===== src/rtl/mouse_param_ctrl.sv =====
// Mouse-driven multi-channel parameter adjuster with hold-off auto-repeat.
// Also tracks pointer drag offset inside the chart window.
module mouse_param_ctrl #(
    parameter int NUM_CH   = 3,
    parameter int VAL_W    = 12,
    parameter int POS_W    = 12,
    parameter int REGION_W = 300,
    parameter int HOLDOFF  = 100000,
    parameter int COARSE   = 10,
    parameter int MIN_VAL  = 0,
    parameter int MAX_VAL  = 4095,
    parameter int INIT_VAL = 2048,
    parameter int DRAG_X0  = 32,
    parameter int DRAG_Y0  = 32,
    parameter int DRAG_W   = 960,
    parameter int DRAG_H   = 480,
    localparam int SEL_W   = (NUM_CH > 1) ? $clog2(NUM_CH) : 1
) (
    input  logic                    clk,
    input  logic                    rst,
    input  logic                    left_mouse,
    input  logic                    right_mouse,
    input  logic                    middle_mouse,
    input  logic [POS_W-1:0]        xpos,
    input  logic [POS_W-1:0]        ypos,
    output logic [NUM_CH*VAL_W-1:0] values,
    output logic [SEL_W-1:0]        sel_ch,
    output logic                    update,
    output logic                    busy,
    output logic [POS_W-1:0]        drag_dx,
    output logic [POS_W-1:0]        drag_dy,
    output logic                    drag_neg_x,
    output logic                    drag_neg_y,
    output logic                    drag_active
);

    localparam int CNT_W = $clog2(HOLDOFF + 1);
    localparam int SW    = VAL_W + 2;

    localparam logic [31:0] WX0 = 32'(DRAG_X0);
    localparam logic [31:0] WX1 = 32'(DRAG_X0 + DRAG_W);
    localparam logic [31:0] WY0 = 32'(DRAG_Y0);
    localparam logic [31:0] WY1 = 32'(DRAG_Y0 + DRAG_H);

    localparam logic signed [SW-1:0] MIN_S = SW'(MIN_VAL);
    localparam logic signed [SW-1:0] MAX_S = SW'(MAX_VAL);
    localparam logic [CNT_W-1:0]     LAST  = CNT_W'(HOLDOFF - 1);
    localparam logic [VAL_W-1:0]     INIT  = VAL_W'(INIT_VAL);

    typedef enum logic {IDLE, HOLD} state_t;

    state_t            state;
    logic [CNT_W-1:0]  cnt;
    logic [31:0]       x32;
    logic [31:0]       y32;
    logic              in_win;
    logic              ch_hit;
    logic [SEL_W-1:0]  ch_idx;
    logic              go;
    logic [VAL_W-1:0]  cur;
    logic signed [SW-1:0] step;
    logic signed [SW-1:0] sum;
    logic [VAL_W-1:0]  nxt;
    logic [POS_W-1:0]  anchor_x;
    logic [POS_W-1:0]  anchor_y;

    assign x32 = 32'(xpos);
    assign y32 = 32'(ypos);
    assign in_win = (x32 >= WX0) && (x32 <= WX1) &&
                    (y32 >= WY0) && (y32 <= WY1);

    // Region decode as a compare chain against fixed boundaries.
    always_comb begin
        ch_hit = 1'b0;
        ch_idx = '0;
        for (int k = 0; k < NUM_CH; k++) begin
            if (x32 >= 32'(k * REGION_W) &&
                x32 < 32'((k + 1) * REGION_W)) begin
                ch_hit = 1'b1;
                ch_idx = SEL_W'(k);
            end
        end
    end

    assign go = (left_mouse ^ right_mouse) && ch_hit && !in_win;

    always_comb begin
        cur  = values[int'(ch_idx)*VAL_W +: VAL_W];
        step = middle_mouse ? SW'(COARSE) : SW'(1);
        sum  = left_mouse ? $signed({2'b00, cur}) - step
                          : $signed({2'b00, cur}) + step;
        if (sum > MAX_S)      nxt = VAL_W'(MAX_S);
        else if (sum < MIN_S) nxt = VAL_W'(MIN_S);
        else                  nxt = VAL_W'(sum);
    end

    always_ff @(posedge clk) begin
        if (rst) begin
            state  <= IDLE;
            cnt    <= '0;
            values <= {NUM_CH{INIT}};
            sel_ch <= '0;
            update <= 1'b0;
            busy   <= 1'b0;
        end else begin
            update <= 1'b0;
            unique case (state)
                IDLE: begin
                    if (go) begin
                        values[int'(ch_idx)*VAL_W +: VAL_W] <= nxt;
                        sel_ch <= ch_idx;
                        update <= 1'b1;
                        busy   <= 1'b1;
                        cnt    <= '0;
                        state  <= HOLD;
                    end
                end
                HOLD: begin
                    if (cnt == LAST) begin
                        cnt   <= '0;
                        busy  <= 1'b0;
                        state <= IDLE;
                    end else begin
                        cnt <= cnt + 1'b1;
                    end
                end
                default: state <= IDLE;
            endcase
        end
    end

    // Anchor follows the pointer outside the window; offsets hold otherwise.
    always_ff @(posedge clk) begin
        if (rst) begin
            anchor_x    <= '0;
            anchor_y    <= '0;
            drag_dx     <= '0;
            drag_dy     <= '0;
            drag_neg_x  <= 1'b0;
            drag_neg_y  <= 1'b0;
            drag_active <= 1'b0;
        end else if (!in_win) begin
            anchor_x    <= xpos;
            anchor_y    <= ypos;
            drag_active <= 1'b0;
        end else if (left_mouse) begin
            drag_dx     <= (xpos >= anchor_x) ? xpos - anchor_x
                                              : anchor_x - xpos;
            drag_dy     <= (ypos >= anchor_y) ? ypos - anchor_y
                                              : anchor_y - ypos;
            drag_neg_x  <= (anchor_x >= xpos);
            drag_neg_y  <= (anchor_y >= ypos);
            drag_active <= 1'b1;
        end else begin
            drag_active <= 1'b0;
        end
    end

endmodule


===== config.mk =====
export PLATFORM = sky130hd
export DESIGN_NAME = mouse_param_ctrl
export DESIGN_NICKNAME = d
export VERILOG_FILES = /design/src/rtl/mouse_param_ctrl.sv
export SDC_FILE = /design/constraint.sdc
export NUM_CORES = 1
export LEC_CHECK = 0
export ABC_AREA = 1
export BUFFER_PORTS_ARGS = -buffer_cell sky130_fd_sc_hd__buf_4
export CELL_PAD_IN_SITES_DETAIL_PLACEMENT = 1
export CELL_PAD_IN_SITES_GLOBAL_PLACEMENT = 2
export CORE_ASPECT_RATIO = 1.4
export CORE_MARGIN = 3
export CORE_UTILIZATION = 30
export DETAILED_ROUTE_END_ITERATION = 6
export GPL_TIMING_DRIVEN = 0
export PLACE_DENSITY = 0.88
export REMOVE_ABC_BUFFERS = 1
export SKIP_CTS_REPAIR_TIMING = 1
export SYNTH_ARGS = -nofsm -noshare
export SYNTH_HDL_FRONTEND = slang
export SYNTH_SLANG_ARGS = --single-unit

===== constraint.sdc =====
create_clock -name clk -period 2.9 [get_ports clk]
set_clock_uncertainty 0.05 [all_clocks]
set_input_delay 0.29 -clock clk [delete_from_list [all_inputs] [get_ports clk]]
set_output_delay 0.29 -clock clk [all_outputs]
set_load 0.03 [all_outputs]

* Word level (Yosys, flattened, before mapping)
Cells that the tools add are included.
W data, S select, Z words.
** Storage, ports and cells
- Memory bits (writable) :: 0
- Bits of input ports :: 29
- ROM bits :: 0
- Logic and storage cells :: 83
- Memories :: 0
- Output and inout port bits :: 67
- Bits in latches :: 0
- Bits in registers :: 109
** Operators by class
- Shifts and indexed selects :: 3
- Bitwise logic cells :: 3
- Equal/unequal tests :: 3
- Add/sub/neg operators :: 8
- Magnitude comparators :: 16
- Div/mod/pow operators :: 0
- Mux-type cells :: 22
- Reduce and logical (&&, ||, !) cells :: 14
- $mul :: 1
** Operators by type and width (count)
- $ge A12 B12 Y1 :: 4
- $mux W12 :: 4
- $sub A12 B12 Y12 :: 4
- $bwmux W36 :: 1
- $shift A12 B33 Y36 const A :: 1
- $shiftx A12 B33 Y36 :: 1
- $shiftx A36 B32 Y12 :: 1
- $mux W17 :: 2
- $pmux W17 S2 :: 1
- $neg A6 Y33 :: 1
- $ge A12 B6 Y1 const B :: 2
- $le A12 B10 Y1 const B :: 2
- $lt A12 B10 Y1 const B :: 2
- $add A17 B1 Y17 const B :: 1
- $eq A17 B17 Y1 const B :: 1
- $gt A14 B13 Y1 const B :: 1
- $lt A14 B1 Y1 const B :: 1
- $mux W14 :: 1
- $add A12 B4 Y13 :: 1
- $sub A12 B4 Y13 :: 1
- $ge A12 B1 Y1 const B :: 1
- $ge A12 B10 Y1 const B :: 1
- $ge A12 B9 Y1 const B :: 1
- $lt A12 B9 Y1 const B :: 1
- 13 further kinds :: 33

* Logic depth before layout (Yosys ltp)
Gate-level depths: netlist of the first run.
- Depth after elaboration :: 13
- Depth in mapped cells :: 25
- Gate-level depth less buffers :: 25

* Least setup slack after synthesis of the first run
No wires, ideal clock.
- Path type :: input-to-reg
- Start point :: input xpos[11]
- End point :: register values[1]
- Library setup time :: 0.113 ns
- Arrival time :: 2.672 ns
- Data required time :: 2.737 ns
- Path buffers :: 2
- Cell stages on the path :: 22
- Slack :: 0.065 ns
- Path through :: nor2_2 > inv_2 > nor2_2 > nand3_4 > buf_6 > o22ai_1 > a21oi_1 > inv_1 > ha_1 > inv_1 > fa_1 > inv_1 > nor2_1 > nand2_2 > nand3_2 > nor2_2 > nand3_2 > buf_6 > o211ai_4 > nand2_2 > o21ai_1 > inv_1
** Between the ends
- Cells in the longest elaborated chain, start to end :: 13
- Elaborated cells between the ends (all ways) :: 36
- Those cells by class :: add/sub: 3; mul: 1; order compare: 10; shift: 3; mux: 9; reduce/logical: 10
** Ends and longest elaborated chain
- start: declaration :: RTL line 24 : input logic [POS_W-1:0] xpos,
- $ge A12 B9 Y1 / $lt A12 B10 Y1 (equally long branches) :: RTL line 77, 78
- $logic_and A1 B1 Y1 :: RTL line 77 : if (x32 >= 32'(k * REGION_W) &&
- $mux W1 :: RTL line 77
- $mux W2 :: RTL line 77
- $mul A2 B2 Y4 :: RTL line 88, 110
- $shiftx A36 B32 Y12 :: RTL line 88 : cur = values[int'(ch_idx)*VAL_W +: VAL_W];
- $add A12 B4 Y13 / $sub A12 B4 Y13 (equally long branches) :: RTL line 91, 90
- $mux W14 :: RTL line 90 : sum = left_mouse ? $signed({2'b00, cur}) - step
- $lt A14 B1 Y1 :: RTL line 93 : else if (sum < MIN_S) nxt = VAL_W'(MIN_S);
- $mux W12 :: RTL line 93
- $mux W12 :: RTL line 92 : if (sum > MAX_S) nxt = VAL_W'(MAX_S);
- $shiftx A12 B33 Y36 :: RTL line 110 : values[int'(ch_idx)*VAL_W +: VAL_W] <= nxt;
- $bwmux W36 :: RTL line 110
- end signal: assignment :: RTL line 101 : values <= {NUM_CH{INIT}};
- end signal: indexed assignment :: RTL line 110
- end: declaration :: RTL line 26 : output logic [NUM_CH*VAL_W-1:0] values,
Several ways; a longest one is shown, not always the timed one.
A chain may end at the register's enable or synchronous reset.

* Worst setup path in the final report of the first run
- Start point :: input xpos[10]
- End point :: register values[13]
Same word-level chain as after synthesis.

==> results.sh, run 1 <==
export IMPL_clk_path_buf_depth=2
export IMPL_p_per_area_nw_per_um2=419
export IMPL_synth_enable_flop_cells=0
export IMPL_diodes=0
export IMPL_num_io_pins=96
export IMPL_worst_pin_slew_ns=0.998
export IMPL_max_freq_mhz=352
export IMPL_min_path_type="primary input to flip-flop"
export IMPL_wirelength_um=28500
export IMPL_rsz0062_at_grt="true"
export IMPL_cts_buffers_inserted=9
export IMPL_timing_final_crit_period_ns=2.84
export IMPL_drive_gt1_frac=0.220
export IMPL_clock_latency_ns=0.37
export IMPL_start_util=0.305
export IMPL_worstPathMaxFanout=7
export IMPL_hold_viol=0
export IMPL_peakVddDrop_mv=0.302
export IMPL_gp_congestion=0.863
export IMPL_grt_pass1_wl_um=42100
export IMPL_yosys_cell_types_count=59
export IMPL_grt_pass1_vias=8285
export IMPL_clock_sink_count=109
export IMPL_synth_ff_type="dfxtp_1"
export IMPL_final_common_cell="nand2_1"
export IMPL_cap_violations=0
export IMPL_htree_num_levels=3
export IMPL_stdcell_count=1617
export IMPL_grtUsageTotal=0.184
export IMPL_vias=8271
export IMPL_drv_slew=0
export IMPL_grt_overflow=0
export IMPL_synth_seq_cells=109
export IMPL_endpoint_kind="flip-flop"
export IMPL_multi_input_area_sq_um=5230
export IMPL_die_h_um=199
export IMPL_clockRootBuffer="clkbuf_16"
export IMPL_drc_errors=0
export IMPL_final_cell_mix="nand2_1, inv_1, buf_4"
export IMPL_cts_tree="done"
export IMPL_period_share=0.981
export IMPL_hpwl_um=20500
export IMPL_syn_avg_cell_area_sq_um=6.84
export IMPL_power_leakage_nw=4.69
export IMPL_setup_violations=0
export IMPL_synthArstFlopShare=0
export IMPL_first_iter_violations=298
export IMPL_wl_per_cell_um=17.6
export IMPL_status="complete, no violations"
export IMPL_antenna_found_initial=0
export IMPL_ant_nets=0
export IMPL_dp_cells=1553
export IMPL_ys_warn_count=0
export IMPL_dr_pass1_iters=4
export IMPL_dieWidth_um=144
export IMPL_fp_row_count=70
export IMPL_core_area_sq_um=26200
export IMPL_seq_area_sq_um=2180
export IMPL_p_total_mw=4.19
export IMPL_clk_pin_slew_ns=0.09
export IMPL_yosysSeqAreaShare=0.273
export IMPL_grt_max_degree=45
export IMPL_worstPathRequired_ns=3.08
export IMPL_max_slew_margin_rel=0.334
export IMPL_syn_inst=1169
export IMPL_die_area_sq_um=28700
export IMPL_viasPerCell=5.12
export IMPL_fin_tns_setup_ns=0
export IMPL_critPathKind="primary input to flip-flop"
export IMPL_arrival_ns=3.02
export IMPL_nFillCells=3313
export IMPL_nNetsFinal=1379
export IMPL_port_buffer_count=95
export IMPL_area_growth_pct=25.2
export IMPL_startpoint_type="primary input"
export IMPL_syn_area_sq_um=7990
[cell usage after synthesis (7+ instances only)]
master,count,area (sq um)
o21ai_0,70,350
o21bai_1,9,67.6
xnor2_1,7,61.3
nor2_2,13,81.3
nand2_1,208,781
nor2_1,92,345
o22ai_1,7,43.8
nand3_2,10,100
buf_2,8,40.0
ha_1,56,701
clkbuf_1,25,93.8
inv_1,189,709
xor2_1,20,175
nand4_1,12,75.1
nand2_2,14,87.6
nor3_1,14,70.1
a21oi_1,115,576
dfxtp_1,109,2180
inv_2,7,26.3
o211ai_1,20,150
nand3_1,69,345
o21ai_1,12,60.1
[final cells by class]
class | instances | area share
Clock buffer | 11 | 0.0253
Inverter | 201 | 0.0800
Timing Repair Buffer | 138 | 0.108
Clock inverter | 5 | 0.00575
Tap cell | 324 | 0.0405
Sequential cell | 109 | 0.218
Multi-Input combinational cell | 829 | 0.523
[power by group]
part           leakage (nW)  internal (mW)  switching, mW  total [mW]
Combinational          3.65          0.455          0.805        1.26
Clock                 0.156          0.721          0.640        1.36
Sequential            0.887           1.54         0.0331        1.57
[metrics by stage]
step | utilization | setup slack [ns] | area (sq um) | hold slack, ns
2_1_floorplan | - | -0.488 | 7830 | 0.302
3_3_place_gp | 0.342 | -2.87 | 8940 | 0.395
3_5_place_dp | 0.343 | -1.09 | 8970 | 0.402
4_1_cts | 0.354 | -0.730 | 9280 | 0.127
5_1_grt | 0.382 | -0.0783 | 10000 | 0.148
6_report | 0.382 | 0.0555 | 10000 | 0.137
[layer usage]
layer	vias to the layer above	wire length [um]	global-route usage
met4	0	748	0.0506
li1	4059	-	-
met5	-	0	0
met3	44	726	0.0239
met2	122	15700	0.369
met1	4046	11300	0.197
[path summary, 6_finish.rpt]
path | from | endpoint | slack, ns | depth (start not counted)
worst max-delay path | xpos[10] | values[13] | 0.06 | 25
worst min-delay path | ypos[4] | anchor_y[4] | 0.14 | 3
worst max register to register | anchor_y[9] | drag_dy[7] | 0.18 | 14
worst min register to register | busy | busy | 0.42 | 2
[registers in the layout, summed over array words and instances (netlist names), 2 cells and up]
| signal | cells |
|---|---|
| anchor_x | 12 |
| anchor_y | 12 |
| cnt | 17 |
| drag_dx | 12 |
| drag_dy | 12 |
| sel_ch | 2 |
| values | 36 |
[worst max-delay path, cell delays in order]
cell      delay, ns
buf_4          0.13
nor2_4         0.12
buf_4          0.14
nand2_2        0.06
a21oi_4        0.13
nand2_4        0.11
nand2_8        0.13
nand2_8        0.09
clkinv_8       0.07
a21oi_4        0.06
inv_1          0.06
ha_2           0.16
inv_2          0.05
fa_2           0.35
inv_2          0.07
nor2_2         0.04
nand2_2        0.09
nand3_4        0.09
nor2_4         0.17
nand3_4        0.11
buf_12         0.16
o211ai_4       0.07
nand2_2        0.11
nand2_1        0.08
a21oi_1        0.06
[cell families after synthesis]
| family | after synthesis | share of synthesized area |
|---|---|---|
| AOI/OAI and AO/OA | 273 | 0.201 |
| muxes | 7 | 0.00908 |
| DFF | 109 | 0.273 |
| adders and majority gates | 62 | 0.103 |
| and+or+nand+nor | 454 | 0.268 |
| xor gates and xnor gates | 27 | 0.0296 |
| buffers and inverters | 237 | 0.116 |
Power figures use the tool's default switching activity.
==> run 2: changes to the inputs <==
Settings changed: PLACE_DENSITY 0.88 to 0.82.
==> run 2 against run 1 <==
The flow now finishes with violations (negative setup slack). Setup slack got worse by 0.098 ns. Die area did not move. Wire length rose by 1.0%. Sequential power barely moved. Sequential share of layout area fell by 0.31 points. Critical endpoint is now values[9]. Via count fell by 0.19%. Power rose by 4.6%. Count of clock-buffer cells in the layout fell by 2. Global-route usage rose by 0.28 points. Clock power rose by 12%. Hold slack improved by 0.0074 ns. Fmax fell by 3.3%.
==> results.sh, run 2 (same netlist as run 1, synthesis figures left out) <==
export IMPL_hpwl_um=20600
export IMPL_drive_gt1_frac=0.232
export IMPL_period_share=1.01
export IMPL_cp_depth=22
export IMPL_r2r_end="drag_dy[7]"
export IMPL_clock_sink_count=109
export IMPL_clk_pin_slew_ns=0.08
export IMPL_start_util=0.305
export IMPL_final_cell_mix="nand2_1, inv_1, buf_4"
export IMPL_num_io_pins=96
export IMPL_die_h_um=199
export IMPL_path_delay_family="simple AND/OR/NAND/NOR gates"
export IMPL_gp_congestion=0.861
export IMPL_grt_max_degree=45
export IMPL_max_freq_mhz=340
export IMPL_crit_top_cell="nand3_4"
export IMPL_top_register="values"
export IMPL_place_area_sq_um=8970
export IMPL_area_growth_pct=27.0
export IMPL_reg_top3="values x36, cnt x17"
export IMPL_p_per_area_nw_per_um2=432
export IMPL_dr_pass1_iters=4
export IMPL_cp_num_buf_inv=7
export IMPL_final_common_cell="nand2_1"
export IMPL_clockRootBuffer="clkbuf_16"
export IMPL_power_leakage_nw=4.73
export IMPL_grt_pass1_vias=8427
export IMPL_grt_pass1_wl_um=42800
export IMPL_timing_final_crit_period_ns=2.94
export IMPL_startpoint_type="primary input"
export IMPL_fin_tns_setup_ns=-0.0970
export IMPL_dieWidth_um=144
export IMPL_violations="negative setup slack"
export IMPL_endpoint_kind="flip-flop"
export IMPL_fp_row_count=70
export IMPL_largest_register_ffs=36
export IMPL_cts_tree="done"
export IMPL_die_area_sq_um=28700
export IMPL_antenna_found_initial=0
export IMPL_wl_per_cell_um=17.8
export IMPL_setup_violations=4
export IMPL_worstSetupStartpoint="xpos[10]"
export IMPL_nFillCells=3261
export IMPL_seq_area_sq_um=2180
export IMPL_core_area_sq_um=26200
export IMPL_viasPerCell=5.10
export IMPL_port_buffer_count=95
export IMPL_rsz0062_at_grt="true"
export IMPL_grtUsageTotal=0.187
export IMPL_peakVddDrop_mv=0.297
export IMPL_max_slew_margin_rel=0.375
export IMPL_cpMaxStageDelayCell="fa_2"
export IMPL_drc_errors=0
export IMPL_max_stage_delay_ns=0.37
export IMPL_grt_overflow=0
export IMPL_reg2reg_from="anchor_y[7]"
export IMPL_min_path_type="primary input to flip-flop"
export IMPL_status="finished, violations left"
export IMPL_critPathKind="primary input to flip-flop"
export IMPL_htree_num_levels=3
export IMPL_arrival_ns=3.17
export IMPL_worstPathRequired_ns=3.13
export IMPL_clk_path_buf_depth=2
export IMPL_hold_viol=0
export IMPL_setup_slack_ns=-0.0424
export IMPL_multi_input_area_sq_um=5330
export IMPL_nNetsFinal=1380
export IMPL_crit_chain="buf_6, nor2_4, clkinv_4, nor2_4, nand3_4, o22ai_4, a21oi_4, inv_2, ha_4, inv_2, fa_2, inv_2, nor2_2, nand2_2, nand3_4, nor2_4, nand3_4, buf_6, nand3_4, nand3_2, nand2_1, inv_1"
export IMPL_cap_violations=0
export IMPL_r2r_cells=14
export IMPL_worst_pin_slew_ns=0.937
export IMPL_cts_buffers_inserted=9
export IMPL_r2r_setup_slack_ns=0.15
export IMPL_worstPathMaxFanout=6
export IMPL_cp_endpoint="values[9]"
export IMPL_clock_latency_ns=0.38
export IMPL_vias=8255
export IMPL_drv_slew=0
export IMPL_first_iter_violations=385
export IMPL_diodes=0
export IMPL_fin_area_sq_um=10200
export IMPL_wirelength_um=28800
export IMPL_ant_nets=0
[run 2: final cells by class]
type	count	share of cell area
tap	324	0.0399
clock buffer	9	0.0222
sequential	109	0.215
multi-input combinational	829	0.525
inverter	201	0.0789
timing repair buffer	139	0.107
clock inverter	7	0.0122
[run 2: how the worst min path moves through the flow]
stage                     slack [ns]  cells past startpoint           end  startpoint
final                           0.14                      3   anchor_y[2]     ypos[2]
after global routing            0.15                      3  anchor_x[10]    xpos[10]
after CTS                       0.13                      3   anchor_y[2]     ypos[2]
after detailed placement        0.40                      2          busy        busy
after global placement          0.39                      2          busy        busy
after floorplan                 0.30                      1    values[28]         rst
[run 2: layer usage]
metal	part of all wire	global-route usage	vias to the layer above
met2	0.53	0.352	140
met4	0.031	0.0726	0
li1	-	-	4072
met5	0	0	-
met1	0.41	0.210	3998
met3	0.028	0.0235	45
[run 2: report_power, final]
part	total [mW]	internal, mW	switching [mW]
clock network	1.52	0.851	0.673
registers	1.57	1.54	0.0334
logic	1.29	0.462	0.828
[run 2: per-stage QoR]
stage | power, mW | utilization | cells | hold WS [ns] | setup slack, ns
floorplan | 2.37 | - | 1133 | 0.302 | -0.488
global placement | 2.71 | 0.342 | 1552 | 0.394 | -2.81
detailed placement | 2.73 | 0.343 | 1553 | 0.405 | -1.09
CTS | 4.27 | 0.356 | 1569 | 0.134 | -0.708
global route | 4.63 | 0.388 | 1618 | 0.146 | -0.158
finish | 4.39 | 0.388 | 1618 | 0.144 | -0.0424
[run 2: tightest hold or removal path: stages]
cell and delay (ns):
buf_4 0.09, inv_1 0.05, a21oi_1 0.11
